<file path="src/rtl/fifo_pkg.sv">
// Shared definitions for the write side of the 80-bit dual-clock FIFO:
// word geometry, header field offsets and the word assembly helper.
package fifo_pkg;

    localparam int LANE_W   = 16;
    localparam int LANES    = 4;
    localparam int HDR_W    = 16;
    localparam int DSIZE    = LANES * LANE_W + HDR_W;
    localparam int MASK_LSB = 64;
    localparam int LAST_BIT = 68;
    localparam int SEQ_LSB  = 69;
    localparam int SEQ_W    = 11;

    // Field order is MSB first, so the packed layout lands on the header
    // offsets above: seq at [79:69], last at [68], mask at [67:64].
    typedef struct packed {
        logic [SEQ_W-1:0]        seq;
        logic                    last;
        logic [LANES-1:0]        mask;
        logic [LANES*LANE_W-1:0] lanes;
    } fifo_word_t;

    // Assemble one FIFO word; lane 0 sits in the lowest LANE_W bits.
    function automatic fifo_word_t build_word(
        input logic [LANES*LANE_W-1:0] lanes,
        input logic [LANES-1:0]        mask,
        input logic                    last,
        input logic [SEQ_W-1:0]        seq
    );
        fifo_word_t w;
        w.lanes = lanes;
        w.mask  = mask;
        w.last  = last;
        w.seq   = seq;
        return w;
    endfunction

endpackage

</file>
<file path="src/rtl/fifo_wr_idle_timer.sv">
// Idle timer for the write packer: counts cycles with an open partial word
// and pulses fire once the count reaches TIMEOUT-1. TIMEOUT=0 disables it.
module fifo_wr_idle_timer #(
    parameter int TIMEOUT = 64
) (
    input  logic wclk,
    input  logic wrst_n,
    input  logic clear,
    input  logic run,
    output logic fire
);

    generate
        if (TIMEOUT == 0) begin : g_off
            logic unused_inputs;
            assign unused_inputs = ^{wclk, wrst_n, clear, run};
            assign fire          = 1'b0;
        end else begin : g_on
            localparam int CW = (TIMEOUT > 1) ? $clog2(TIMEOUT) : 1;
            localparam logic [CW-1:0] LIMIT = CW'(TIMEOUT - 1);

            logic [CW-1:0] idle_cnt_reg;

            // Restart on every accept; count while running; hold at the limit so
            // a word that cannot move yet does not trigger a second close.
            always_ff @(posedge wclk or negedge wrst_n) begin
                if (!wrst_n) begin
                    idle_cnt_reg <= '0;
                end else if (clear) begin
                    idle_cnt_reg <= '0;
                end else if (run && (idle_cnt_reg != LIMIT)) begin
                    idle_cnt_reg <= idle_cnt_reg + CW'(1);
                end
            end

            assign fire = run & (idle_cnt_reg == LIMIT);
        end
    endgenerate

endmodule

</file>
<file path="src/rtl/fifo_wr_packer.sv">
// Write-side ingress stage of the 80-bit dual-clock FIFO. Packs 16-bit
// samples into 4-lane words with a mask/last/sequence header and drives the
// FIFO write port, respecting the registered wfull flag.
module fifo_wr_packer #(
    parameter int LANE_W  = 16,
    parameter int LANES   = 4,
    parameter int TIMEOUT = 64
) (
    input  logic                       wclk,
    input  logic                       wrst_n,
    input  logic                       s_valid,
    input  logic [LANE_W-1:0]          s_data,
    input  logic                       s_last,
    output logic                       s_ready,
    input  logic                       flush_req,
    output logic [fifo_pkg::DSIZE-1:0] wdata,
    output logic                       winc,
    input  logic                       wfull,
    output logic [15:0]                words_sent
);

    import fifo_pkg::*;

    localparam int ACC_W = $clog2(LANES + 1);

    // Accumulator: lane storage, fill count, "closed but not yet moved" flag
    logic [LANE_W-1:0]       lane_reg [LANES];
    logic [LANES*LANE_W-1:0] lanes_flat;
    logic [LANES-1:0]        mask_cur;
    logic [LANES-1:0]        lane_we;
    logic [ACC_W-1:0]        acc_cnt_reg;
    logic [ACC_W-1:0]        acc_cnt_next;
    logic [ACC_W-1:0]        base_cnt;
    logic [ACC_W-1:0]        cnt_inc;
    logic                    closed_reg;
    logic                    closed_next;
    logic                    acc_last_reg;
    logic                    acc_last_next;

    // Output register and counters
    fifo_word_t              out_reg;
    fifo_word_t              out_next;
    logic                    out_valid_reg;
    logic                    out_valid_next;
    logic [SEQ_W-1:0]        seq_reg;
    logic [SEQ_W-1:0]        seq_stamp;
    logic [15:0]             words_sent_reg;
    logic                    ready_en_reg;

    // Control terms
    logic                    accept;
    logic                    out_free;
    logic                    acc_nonempty;
    logic                    close_now;
    logic                    move_now;
    logic                    timer_run;
    logic                    timer_fire;

    assign winc         = out_valid_reg & ~wfull;
    assign out_free     = ~out_valid_reg | winc;
    // A closed word blocks input only when it cannot move this cycle.
    // Written against out_free (not move_now) so s_ready never depends on accept.
    assign s_ready      = ready_en_reg & (~closed_reg | out_free);
    assign accept       = s_valid & s_ready;
    assign acc_nonempty = (acc_cnt_reg != '0);
    // Flush or timeout on an open, non-empty word with no sample arriving.
    // With an accept, a flush is folded into the accept path instead.
    assign close_now    = ~closed_reg & acc_nonempty & ~accept & (flush_req | timer_fire);
    assign move_now     = (closed_reg | close_now) & out_free;
    assign base_cnt     = move_now ? '0 : acc_cnt_reg;
    assign cnt_inc      = base_cnt + ACC_W'(1);
    assign timer_run    = acc_nonempty & ~closed_reg;
    // A word loaded while the previous one drains takes the next number.
    assign seq_stamp    = seq_reg + SEQ_W'(winc);

    assign wdata        = out_reg;
    assign words_sent   = words_sent_reg;

    genvar gi;
    generate
        for (gi = 0; gi < LANES; gi = gi + 1) begin : g_lane
            assign lane_we[gi]                       = accept & (base_cnt == ACC_W'(gi));
            assign mask_cur[gi]                      = (acc_cnt_reg > ACC_W'(gi));
            assign lanes_flat[gi*LANE_W +: LANE_W]   = lane_reg[gi];

            // Per-lane storage: take the sample aimed at this lane, otherwise
            // clear when the word leaves so unused lanes read back as zero.
            always_ff @(posedge wclk or negedge wrst_n) begin
                if (!wrst_n) begin
                    lane_reg[gi] <= '0;
                end else if (lane_we[gi]) begin
                    lane_reg[gi] <= s_data;
                end else if (move_now) begin
                    lane_reg[gi] <= '0;
                end
            end
        end
    endgenerate

    fifo_wr_idle_timer #(
        .TIMEOUT (TIMEOUT)
    ) u_idle_timer (
        .wclk   (wclk),
        .wrst_n (wrst_n),
        .clear  (accept),
        .run    (timer_run),
        .fire   (timer_fire)
    );

    // Accumulator bookkeeping: empty on move, then apply this cycle's accept
    // or a flush/timeout close that has to wait for the output register.
    always_comb begin
        acc_cnt_next  = acc_cnt_reg;
        closed_next   = closed_reg;
        acc_last_next = acc_last_reg;
        if (move_now) begin
            acc_cnt_next  = '0;
            closed_next   = 1'b0;
            acc_last_next = 1'b0;
        end
        if (accept) begin
            acc_cnt_next = cnt_inc;
            if ((cnt_inc == ACC_W'(LANES)) || s_last || flush_req) begin
                closed_next   = 1'b1;
                acc_last_next = s_last;
            end
        end else if (close_now && !move_now) begin
            closed_next   = 1'b1;
            acc_last_next = 1'b0;
        end
    end

    // Output register: load a closed word when free, otherwise drop the
    // valid flag once the FIFO has taken the current word.
    always_comb begin
        out_next       = out_reg;
        out_valid_next = out_valid_reg;
        if (move_now) begin
            out_next       = build_word(lanes_flat, mask_cur, acc_last_reg, seq_stamp);
            out_valid_next = 1'b1;
        end else if (winc) begin
            out_valid_next = 1'b0;
        end
    end

    // State registers for accumulator control and output stage.
    always_ff @(posedge wclk or negedge wrst_n) begin
        if (!wrst_n) begin
            acc_cnt_reg   <= '0;
            closed_reg    <= 1'b0;
            acc_last_reg  <= 1'b0;
            out_reg       <= '0;
            out_valid_reg <= 1'b0;
            ready_en_reg  <= 1'b0;
        end else begin
            acc_cnt_reg   <= acc_cnt_next;
            closed_reg    <= closed_next;
            acc_last_reg  <= acc_last_next;
            out_reg       <= out_next;
            out_valid_reg <= out_valid_next;
            ready_en_reg  <= 1'b1;
        end
    end

    // Sequence number and write counter advance on every FIFO write; both wrap.
    always_ff @(posedge wclk or negedge wrst_n) begin
        if (!wrst_n) begin
            seq_reg        <= '0;
            words_sent_reg <= '0;
        end else if (winc) begin
            seq_reg        <= seq_reg + SEQ_W'(1);
            words_sent_reg <= words_sent_reg + 16'd1;
        end
    end

endmodule

</file>
<file path="config.mk">
export PLATFORM = sky130hd
export DESIGN_NAME = fifo_wr_packer
export DESIGN_NICKNAME = d
export VERILOG_FILES = /design/src/rtl/fifo_pkg.sv /design/src/rtl/fifo_wr_idle_timer.sv /design/src/rtl/fifo_wr_packer.sv
export SDC_FILE = /design/constraint.sdc
export NUM_CORES = 1
export LEC_CHECK = 0
export ABC_AREA = 1
export CAP_MARGIN = 20
export CORE_MARGIN = 10
export CORE_UTILIZATION = 40
export DETAILED_ROUTE_END_ITERATION = 10
export PLACE_DENSITY = 0.64
export SKIP_LAST_GASP = 1
export SLEW_MARGIN = 20
export SYNTH_ARGS = -nofsm -noshare
export SYNTH_HDL_FRONTEND = slang
export SYNTH_SLANG_ARGS = --single-unit
</file>
<file path="constraint.sdc">
create_clock -name wclk -period 6.8 [get_ports wclk]
set_clock_uncertainty 0.1 [all_clocks]
set_input_delay 1.7 -clock wclk [delete_from_list [all_inputs] [get_ports wclk]]
set_output_delay 1.7 -clock wclk [all_outputs]
set_load 0.005 [all_outputs]
</file>
==> Word level (Yosys, flattened, before mapping) <==
Cells that the tools add are included.
{ "op_classes": {"addsub": 5, "n_mul": 0, "div": 0, "magnitude_cmp": 4, "n_eq_ne": 6, "n_shift": 0, "muxes": 19, "n_bitwise": 20, "reduce_logical": 13} }
{ "op_table": {"columns": ["cell", "count"], "rows": [
  ["$mux W16", 5],
  ["$add A16 B1 Y16 const B", 1],
  ["$and A1 B1 Y1", 12],
  ["$mux W6", 2],
  ["$reduce_bool A2 Y1", 6],
  ["$add A11 B1 Y11", 1],
  ["$add A11 B1 Y11 const B", 1],
  ["$mux W1", 10],
  ["$add A6 B1 Y6 const B", 1],
  ["$eq A3 B2 Y1 const B", 2],
  ["$eq A6 B6 Y1 const B", 1],
  ["$gt A3 B1 Y1 const B", 2],
  ["$gt A3 B2 Y1 const B", 2],
  ["$mux W3", 2],
  ["$ne A6 B6 Y1 const B", 1],
  ["$not A1 Y1", 4],
  ["$or A1 B1 Y1", 4],
  ["$add A3 B1 Y3 const B", 1],
  ["$eq A3 B1 Y1 const B", 1],
  ["$eq A3 B3 Y1 const B", 1],
  ["$logic_not A3 Y1", 1],
  ["$reduce_bool A3 Y1", 1],
  ["$logic_and A1 B1 Y1", 2],
  ["$logic_or A1 B1 Y1", 2],
  ["$logic_not A1 Y1", 1]
]} }
{ "totals": {"reg_bits": 184, "latch_bits": 0, "ram_bits": 0, "rom_bits": 0, "wordCells": 83, "mem_count": 0} }

==> Logic depth before layout (Yosys ltp) <==
Gate-level depths: netlist (run 1).
{ "depth": {"depth_word": 18, "ltp_mapped": 17, "mapped_depth_nobuf": 16} }

==> Cells and area by module <==
A second synthesis (run 1) with hierarchy kept.
{ "unflattened": {"hier_cells": 812, "area_unflattened_um2": 7847.5} }
{ "modules_own_cells": {"columns": ["module", "n_inst", "cells_each", "area_per_inst_um2", "seq_area_each_um2"], "rows": [
  ["fifo_wr_packer", 1, 758, 7444.6, 4454.3],
  ["fifo_wr_idle_timer", 1, 54, 402.9, 150.1]
]} }

==> Least setup slack after synthesis (run 1) <==
Ideal clock, no wire load.
{ "synth_timing": {"kind": "input to output", "from": "input wfull", "to": "output s_ready", "arrival_ps": 1906, "path_slack_ps": 3094, "cell_stages": 3, "path_cell_list": "nand3_2 > nand2_1 > inv_1"} }
{ "synth_via": {"elab_chain_cells": 5} }
{ "synth_rtl": {"columns": ["item", "line", "text"], "rows": [
  ["start, declared", "fifo_wr_packer.sv:18", "input logic wfull,"],
  ["$not A1 Y1", "fifo_wr_packer.sv:59", "assign winc = out_valid_reg & ~wfull;"],
  ["$and A1 B1 Y1", "fifo_wr_packer.sv:59", null],
  ["$or A1 B1 Y1", "fifo_wr_packer.sv:60", "assign out_free = ~out_valid_reg | winc;"],
  ["$or A1 B1 Y1", "fifo_wr_packer.sv:63", "assign s_ready = ready_en_reg & (~closed_reg | out_free);"],
  ["$and A1 B1 Y1", "fifo_wr_packer.sv:63", null],
  ["end, declared", "fifo_wr_packer.sv:14", "output logic s_ready,"]
]} }
No other way between the ends.

==> Worst setup path in the final report (run 1) <==
{ "layout_timing": {"from": "input wfull", "to": "output winc"} }
{ "layout_via": {"elab_chain_cells": 2} }
{ "layout_rtl": {"columns": ["item", "line", "text"], "rows": [
  ["$not A1 Y1", "fifo_wr_packer.sv:59", null],
  ["$and A1 B1 Y1", "fifo_wr_packer.sv:59", null],
  ["end, declared", "fifo_wr_packer.sv:17", "output logic winc,"]
]} }
No other way between the ends.

==> qor.csv, run 1 <==
stage,metric,value,unit
logic_synthesis,syn-mean-instance-area,10.08,um2
route,viasPerCell,4.901,
placement,dp_cells,1128,
clock_network,cts-resized-gates,0,
sta,finalSetupViolCount,0,
route,first_pass_iters,4,
setup_path,crit_type,input pin to primary output,
clock_network,ctsHoldBuffers,0,
placement,hpwl,12700,um
die,fp-row-count,51,
logic_synthesis,synth-seq-area-share,0.5863,
clock_network,cts_max_level,4,
route,vias,5685,
sta,relSlewSlack,0.3635,
placement,portBuffers,119,
die,initial_utilization,0.4049,
finish,multiInputGateArea,2689,um2
setup_path,cp.arrival,3.06,ns
flow_run,drv_cap,0,
route,drc,0,
logic_synthesis,synth-seq-cells,184,
die,die_h,160.1,um
global_route,grt_antenna_before_repair,0,
clock_network,clk_latency,0.43,ns
sta,slew_viol_final,0,
die,ios,120,
finish,largest_reg_flops,80,
power_and_ir_drop,powerDensity,390.3,nW/um2
global_route,grt.total_usage,0.1496,
clock_network,ctsLongestPathBuffers,2,
route,ant_nets,0,
global_route,grt_pass1_wl,31100,um
outcome,outcome,completed,
logic_synthesis,yosys_warnings,0,
sta,period_minus_slack,4.859,ns
global_route,grt_max_degree,85,
clock_network,cts_tree,done,
logic_synthesis,yosysUniqueCellTypes,35,
setup_path,cp_max_fo,6,
power_and_ir_drop,ir_drop,0.0001991,V
finish,design_area,9706,um2
clock_network,clkSinkCount,184,
sta,setup_ws,1.941,ns
power_and_ir_drop,p_leak,4.592,nW
finish,n_antenna_cell,0,
sta,tightestPinTransition,0.9547,ns
die,die_w,160.1,um
finish,nNetsFinal,915,
finish,drive_above_1_share,0.08268,
worst_hold_path,hp-class,flop to flop,
clock_network,path_clk_slew,0.07,ns
logic_synthesis,synth_fp_nets,812,
finish,nFillCells,1826,
die,core,19400,um2
die,dieArea,25640,um2
finish,final_cells,1160,
placement,placed_area,9092,um2
clock_network,cts_setup_buffers,0,
clock_network,cts_buffers,17,
setup_path,crit_required,5.00,ns
placement,gp_congestion,0.7641,
global_route,grt-ovfl-total,0,
clock_network,root_buffer,clkbuf_16,
sta,fin_tns_setup,0,ns
logic_synthesis,syn_area,7854,um2
placement,pre_cts_ws,1.933,ns
setup_path,endpoint_kind,primary output,
sta,rsz0062_at_grt,no,
logic_synthesis,synth_cells,779,
setup_path,start_kind,input pin,
sta,max_freq,0.2058,GHz
finish,area_delta_synth_final,23.58,%
global_route,grt_pass1_vias,5718,
sta,finalCritPeriodShare,0.7146,
route,wl_per_cell,16.36,um
route,drtIter0Drc,482,
finish,seqCellArea,4606,um2
sta,hold_violations,0,
route,drt_wl_total,18980,um
==> per-layer routing <==
layer,share of wire,vias up,GRT usage
li1,-,2750,-
met1,0.44,2794,0.1822
met2,0.48,127,0.2434
met3,0.070,14,0.05938
met4,0.0073,0,0.03589
met5,0,-,0
==> where the power goes <==
group | internal (W) | total (W) | switching [W]
clock network | 0.000594 | 0.00103 | 0.000433
logic | 0.000532 | 0.00114 | 0.000608
registers | 0.00140 | 0.00162 | 0.000215
==> Yosys cell counts <==
master,number,share of area
nand3_4,1,0.0022
o211ai_2,14,0.022
buf_6,19,0.027
nand2_2,7,0.0056
a21oi_2,1,0.0011
nor2_1,19,0.0091
o21a_1,1,0.00096
nand4_1,5,0.0040
inv_2,4,0.0019
xnor2_1,13,0.014
nand3_2,2,0.0025
dfrtp_1,184,0.59
nand2_4,4,0.0057
nand2_8,2,0.0051
nor3_2,1,0.0013
o21ai_1,48,0.031
clkbuf_1,6,0.0029
nand2_1,228,0.11
ha_1,11,0.018
o21ai_0,33,0.021
inv_1,61,0.029
nor3_1,7,0.0045
buf_2,10,0.0064
conb_1,1,0.00048
a21oi_1,4,0.0025
buf_8,1,0.0019
o21bai_1,1,0.00096
nand3_1,11,0.0070
nor2_2,2,0.0016
buf_1,2,0.00096
o211ai_1,35,0.033
xor2_1,23,0.026
buf_4,1,0.00096
nor3b_1,1,0.00096
o22ai_1,16,0.013
==> path summary, 6_finish.rpt <==
path / end / slack (ns) / start / cells after the start
max: winc / 1.94 / wfull / 3
min: seq_reg[9]$_DFFE_PN0P_ / 0.38 / seq_reg[9]$_DFFE_PN0P_ / 1
min in group asynchronous: wdata[33]$_DFFE_PN0P_ / 1.19 / wrst_n / 1
min reg2reg: seq_reg[9]$_DFFE_PN0P_ / 0.38 / seq_reg[9]$_DFFE_PN0P_ / 1
max in group asynchronous: lane_reg[7]$_DFFE_PN0P_ / 4.07 / wrst_n / 2
max reg2reg: lane_reg[19]$_DFFE_PN0P_ / 3.24 / acc_cnt_reg[2]$_DFF_PN0_ / 13
==> metrics by stage <==
step           total power [W]  hold WS, ns  utilization
3_5_place_dp          0.002800       0.3575       0.4687
4_1_cts               0.003836       0.3735       0.5003
2_1_floorplan         0.002305       0.3416            -
6_report              0.003788       0.3753       0.5003
3_3_place_gp          0.002781       0.3597       0.4687
5_1_grt               0.004045       0.3914       0.5003
==> cells by family after synthesis <==
kind of cell	share of synthesized area
AOI/OAI and AO/OA	0.1257
xor gates and xnor gates	0.04015
adders and majority gates	0.01752
buffers and inverters	0.07137
DFF	0.5863
other	0.0004775
and+or+nand+nor	0.1585
==> layout by cell type (no fill, tap or decap), drive strengths merged <==
master,Yosys,layout
xnor2,13,13
ha,11,11
bufinv,0,3
conb,1,1
buf,33,5
a21oi,5,5
nand3,14,14
nand2,241,241
xor2,23,23
nor2,21,21
clkdlybuf4s50,0,118
clkinvlp,0,2
o22ai,16,16
dfrtp,184,184
inv,65,68
nand4,5,5
o21ai,81,81
o21bai,1,1
clkinv,0,4
clkbuf,6,20
o21a,1,1
o211ai,49,49
nor3b,1,1
nor3,8,8
==> worst max-delay path, cell delays in order <==
cell and delay [ns]:
clkdlybuf4s50_1 0.48, nor2_2 0.30, clkdlybuf4s50_1 0.57
==> final cells by class <==
class                      instances  share of cell area
clock buffer                      20             0.04602
sequential                       184              0.4745
timing repair buffer             123              0.1260
tap                              265             0.03416
clock inverter                    12             0.01715
multi-input combinational        491              0.2770
inverter                          65             0.02514
No activity file was read; power rests on OpenSTA's default activity.
==> run 2: changes to the inputs <==
--- a/config.mk
+++ b/config.mk
@@ -10,7 +10,7 @@
 export CORE_MARGIN = 10
 export CORE_UTILIZATION = 40
 export DETAILED_ROUTE_END_ITERATION = 10
-export PLACE_DENSITY = 0.64
+export PLACE_DENSITY = 0.67
 export SKIP_LAST_GASP = 1
 export SLEW_MARGIN = 20
 export SYNTH_ARGS = -nofsm -noshare
==> constraint.sdc (replaced) <==
create_clock -name wclk -period 4.4 [get_ports wclk]
set_clock_uncertainty 0.1 [all_clocks]
set_input_delay 1.1 -clock wclk [delete_from_list [all_inputs] [get_ports wclk]]
set_output_delay 1.1 -clock wclk [all_outputs]
set_load 0.005 [all_outputs]
==> qor.csv, run 2 (synthesized netlist as in run 1, its figures left out) <==
stage,metric,value,unit,change
global_route,grt_pass1_wl,30460,um,-2.1%
clock_network,cts-resized-gates,0,,unchanged
finish,layout_common_cells,"nand2_1 (228), dfrtp_1 (183), clkdlybuf4s50_1 (118)",,
placement,hpwl,12880,um,+1.4%
placement,pre_cts_ws,0.4867,ns,-1.446 ns
route,viasPerCell,4.832,,-1.4%
power_and_ir_drop,switchingPower,0.001988,W,+58%
sta,relSlewSlack,0.3431,,-0.02048
sta,tightestPinTransition,0.9854,ns,+0.03072 ns
global_route,grt_pass1_vias,5646,,-1.3%
route,ant_nets,0,,unchanged
die,initial_utilization,0.4049,,unchanged
setup_path,path_common_cell,clkdlybuf4s50_1,,
clock_network,cts_tree,done,,
die,ios,120,,unchanged
global_route,grt.total_usage,0.1466,,-0.003009
placement,portBuffers,119,,unchanged
route,wl_per_cell,16.13,um,-1.4%
clock_network,root_buffer,clkbuf_16,,
power_and_ir_drop,p_total,0.005809,W,+53%
clock_network,path_clk_slew,0.07,ns,about the same
placement,placed_area,9150,um2,+0.63%
power_and_ir_drop,p_seq_frac,0.431,,+0.003
power_and_ir_drop,powerDensity,596.7,nW/um2,+53%
sta,finalSetupViolCount,0,,unchanged
setup_path,crit_type,input pin to primary output,,
flow_run,drv_cap,0,,unchanged
placement,gp_congestion,0.8184,,+7.1%
global_route,grt_antenna_before_repair,0,,unchanged
setup_path,endpoint_kind,primary output,,
sta,max_freq,0.2776,GHz,
finish,nNetsFinal,921,,+0.66%
power_and_ir_drop,swShare,0.3422,,+0.01047
setup_path,start_kind,input pin,,
finish,drive_above_1_share,0.09101,,+0.008328
power_and_ir_drop,intPower,0.003822,W,+51%
outcome,outcome,completed,,
sta,hold_violations,0,,unchanged
clock_network,cts_setup_buffers,0,,unchanged
power_and_ir_drop,pwr-share-clk,0.260,,-0.011
finish,layout_commonest_cell,nand2_1,,
die,die_h,160.1,um,unchanged
sta,setup_ws,0.7983,ns,-1.142 ns
worst_hold_path,hp-class,flop to flop,,
die,die_w,160.1,um,unchanged
route,first_pass_iters,5,,+1
global_route,grt_max_degree,93,,+9.4%
setup_path,crit_chain,clkdlybuf4s50_1 -> nand3_2 -> nand2_1 -> inv_1 -> clkdlybuf4s50_1,,
clock_network,ctsHoldBuffers,0,,unchanged
clock_network,cts_max_level,4,,unchanged
global_route,grt-ovfl-total,0,,unchanged
setup_path,cpPeakStageDelay,0.57,ns,about the same
power_and_ir_drop,ir_drop,0.0003015,V,+51%
power_and_ir_drop,combPwrFrac,0.310,,+0.009
power_and_ir_drop,p_leak,4.624,nW,+0.70%
route,drtIter0Drc,322,,-33%
sta,slew_viol_final,0,,unchanged
sta,finalCritPeriodShare,0.8186,,
finish,area_delta_synth_final,23.96,%,
die,fp-row-count,51,,unchanged
setup_path,cp.arrival,2.40,ns,-0.66 ns
clock_network,clkSinkCount,184,,unchanged
setup_path,critPathSlowestCell,clkdlybuf4s50_1,,
setup_path,cp_max_fo,4,,-2
sta,rsz0062_at_grt,no,,
route,drt_wl_total,18810,um,-0.89%
finish,design_area,9736,um2,+0.31%
route,vias,5634,,-0.90%
clock_network,ctsLongestPathBuffers,2,,unchanged
die,core,19400,um2,unchanged
setup_path,crit_required,3.20,ns,-1.80 ns
die,dieArea,25640,um2,unchanged
clock_network,cts_buffers,17,,unchanged
setup_path,cp_top_family,buffers and inverters,,
sta,period_minus_slack,3.602,ns,
finish,largest_reg_flops,80,,unchanged
clock_network,clk_latency,0.43,ns,about the same
route,drc,0,,unchanged
sta,fin_tns_setup,0,ns,unchanged
finish,n_antenna_cell,0,,unchanged
setup_path,crit_buf_inv,3,,+1
-- run 2: changes by cell type in the layout (fill, tap and decap cells not counted), moves of 2 or more --
cell,change
buf_4,+5
bufinv_16,-2
clkbuf_1,-2
clkinv_2,+3
clkinv_4,-3
inv_8,+5
-- run 2: cell type report --
| type | instances | area [um2] |
|---|---|---|
| fill | 1835 | 9663 |
| multi-input combinational | 491 | 2689 |
| inverter | 65 | 244.0 |
| clock inverter | 15 | 160.2 |
| timing repair buffer | 129 | 1280 |
| clock buffer | 17 | 425.4 |
| tap | 265 | 331.6 |
| sequential | 184 | 4606 |
-- run 2: stage by stage --
| step | cells | hold slack [ns] | utilization |
|---|---|---|---|
| floorplan | 779 | 0.3416 | - |
| global placement | 1134 | 0.3531 | 0.4717 |
| detailed placement | 1134 | 0.3588 | 0.4717 |
| CTS | 1166 | 0.3762 | 0.5019 |
| global route | 1166 | 0.3847 | 0.5019 |
| finish | 1166 | 0.3740 | 0.5019 |
-- run 2: worst paths after layout --
kind / cells after the start / slack, ns / endpoint / start
min in group asynchronous: 1 / 0.61 / wdata[36]$_DFFE_PN0P_ / wrst_n
max reg2reg: 13 / 1.62 / lane_reg[6]$_DFFE_PN0P_ / u_idle_timer.g_on.idle_cnt_reg[0]$_DFFE_PN0P_
max: 5 / 0.80 / s_ready / wfull
min: 2 / 0.37 / wdata[38]$_DFFE_PN0P_ / lane_reg[22]$_DFFE_PN0P_
max in group asynchronous: 2 / 2.73 / acc_cnt_reg[2]$_DFF_PN0_ / wrst_n
min reg2reg: 2 / 0.37 / wdata[38]$_DFFE_PN0P_ / lane_reg[22]$_DFFE_PN0P_
-- run 2: layer usage --
layer | up-vias | global-route usage | part of all wire
met2 | 143 | 0.2271 | 0.46
met5 | - | 0 | 0
met3 | 23 | 0.06041 | 0.076
met4 | 0 | 0.04382 | 0.018
met1 | 2712 | 0.1835 | 0.45
li1 | 2756 | - | -
-- run 2: worst reg2reg max path, stage by stage, from the launching register on --
cell and delay, ns:
dfrtp_1 0.40, ha_1 0.22, nand3_1 0.10, o21bai_1 0.16, nand3_2 0.12, nand2_4 0.11
nand2_8 0.07, nand2_1 0.13, inv_2 0.07, ha_1 0.20, ha_1 0.19, nand2_2 0.28
nand2_2 0.28, o22ai_1 0.27
-- run 2: power groups by stage --
| stage | combinational [W] | clock [W] | sequential, W |
|---|---|---|---|
| 2_1_floorplan | 0.00109 | 0 | 0.00247 |
| 3_3_place_gp | 0.00180 | 0 | 0.00252 |
| 3_5_place_dp | 0.00183 | 0 | 0.00253 |
| 4_1_cts | 0.00184 | 0.00155 | 0.00250 |
| 5_1_grt | 0.00201 | 0.00163 | 0.00257 |
| 6_report | 0.00180 | 0.00151 | 0.00250 |
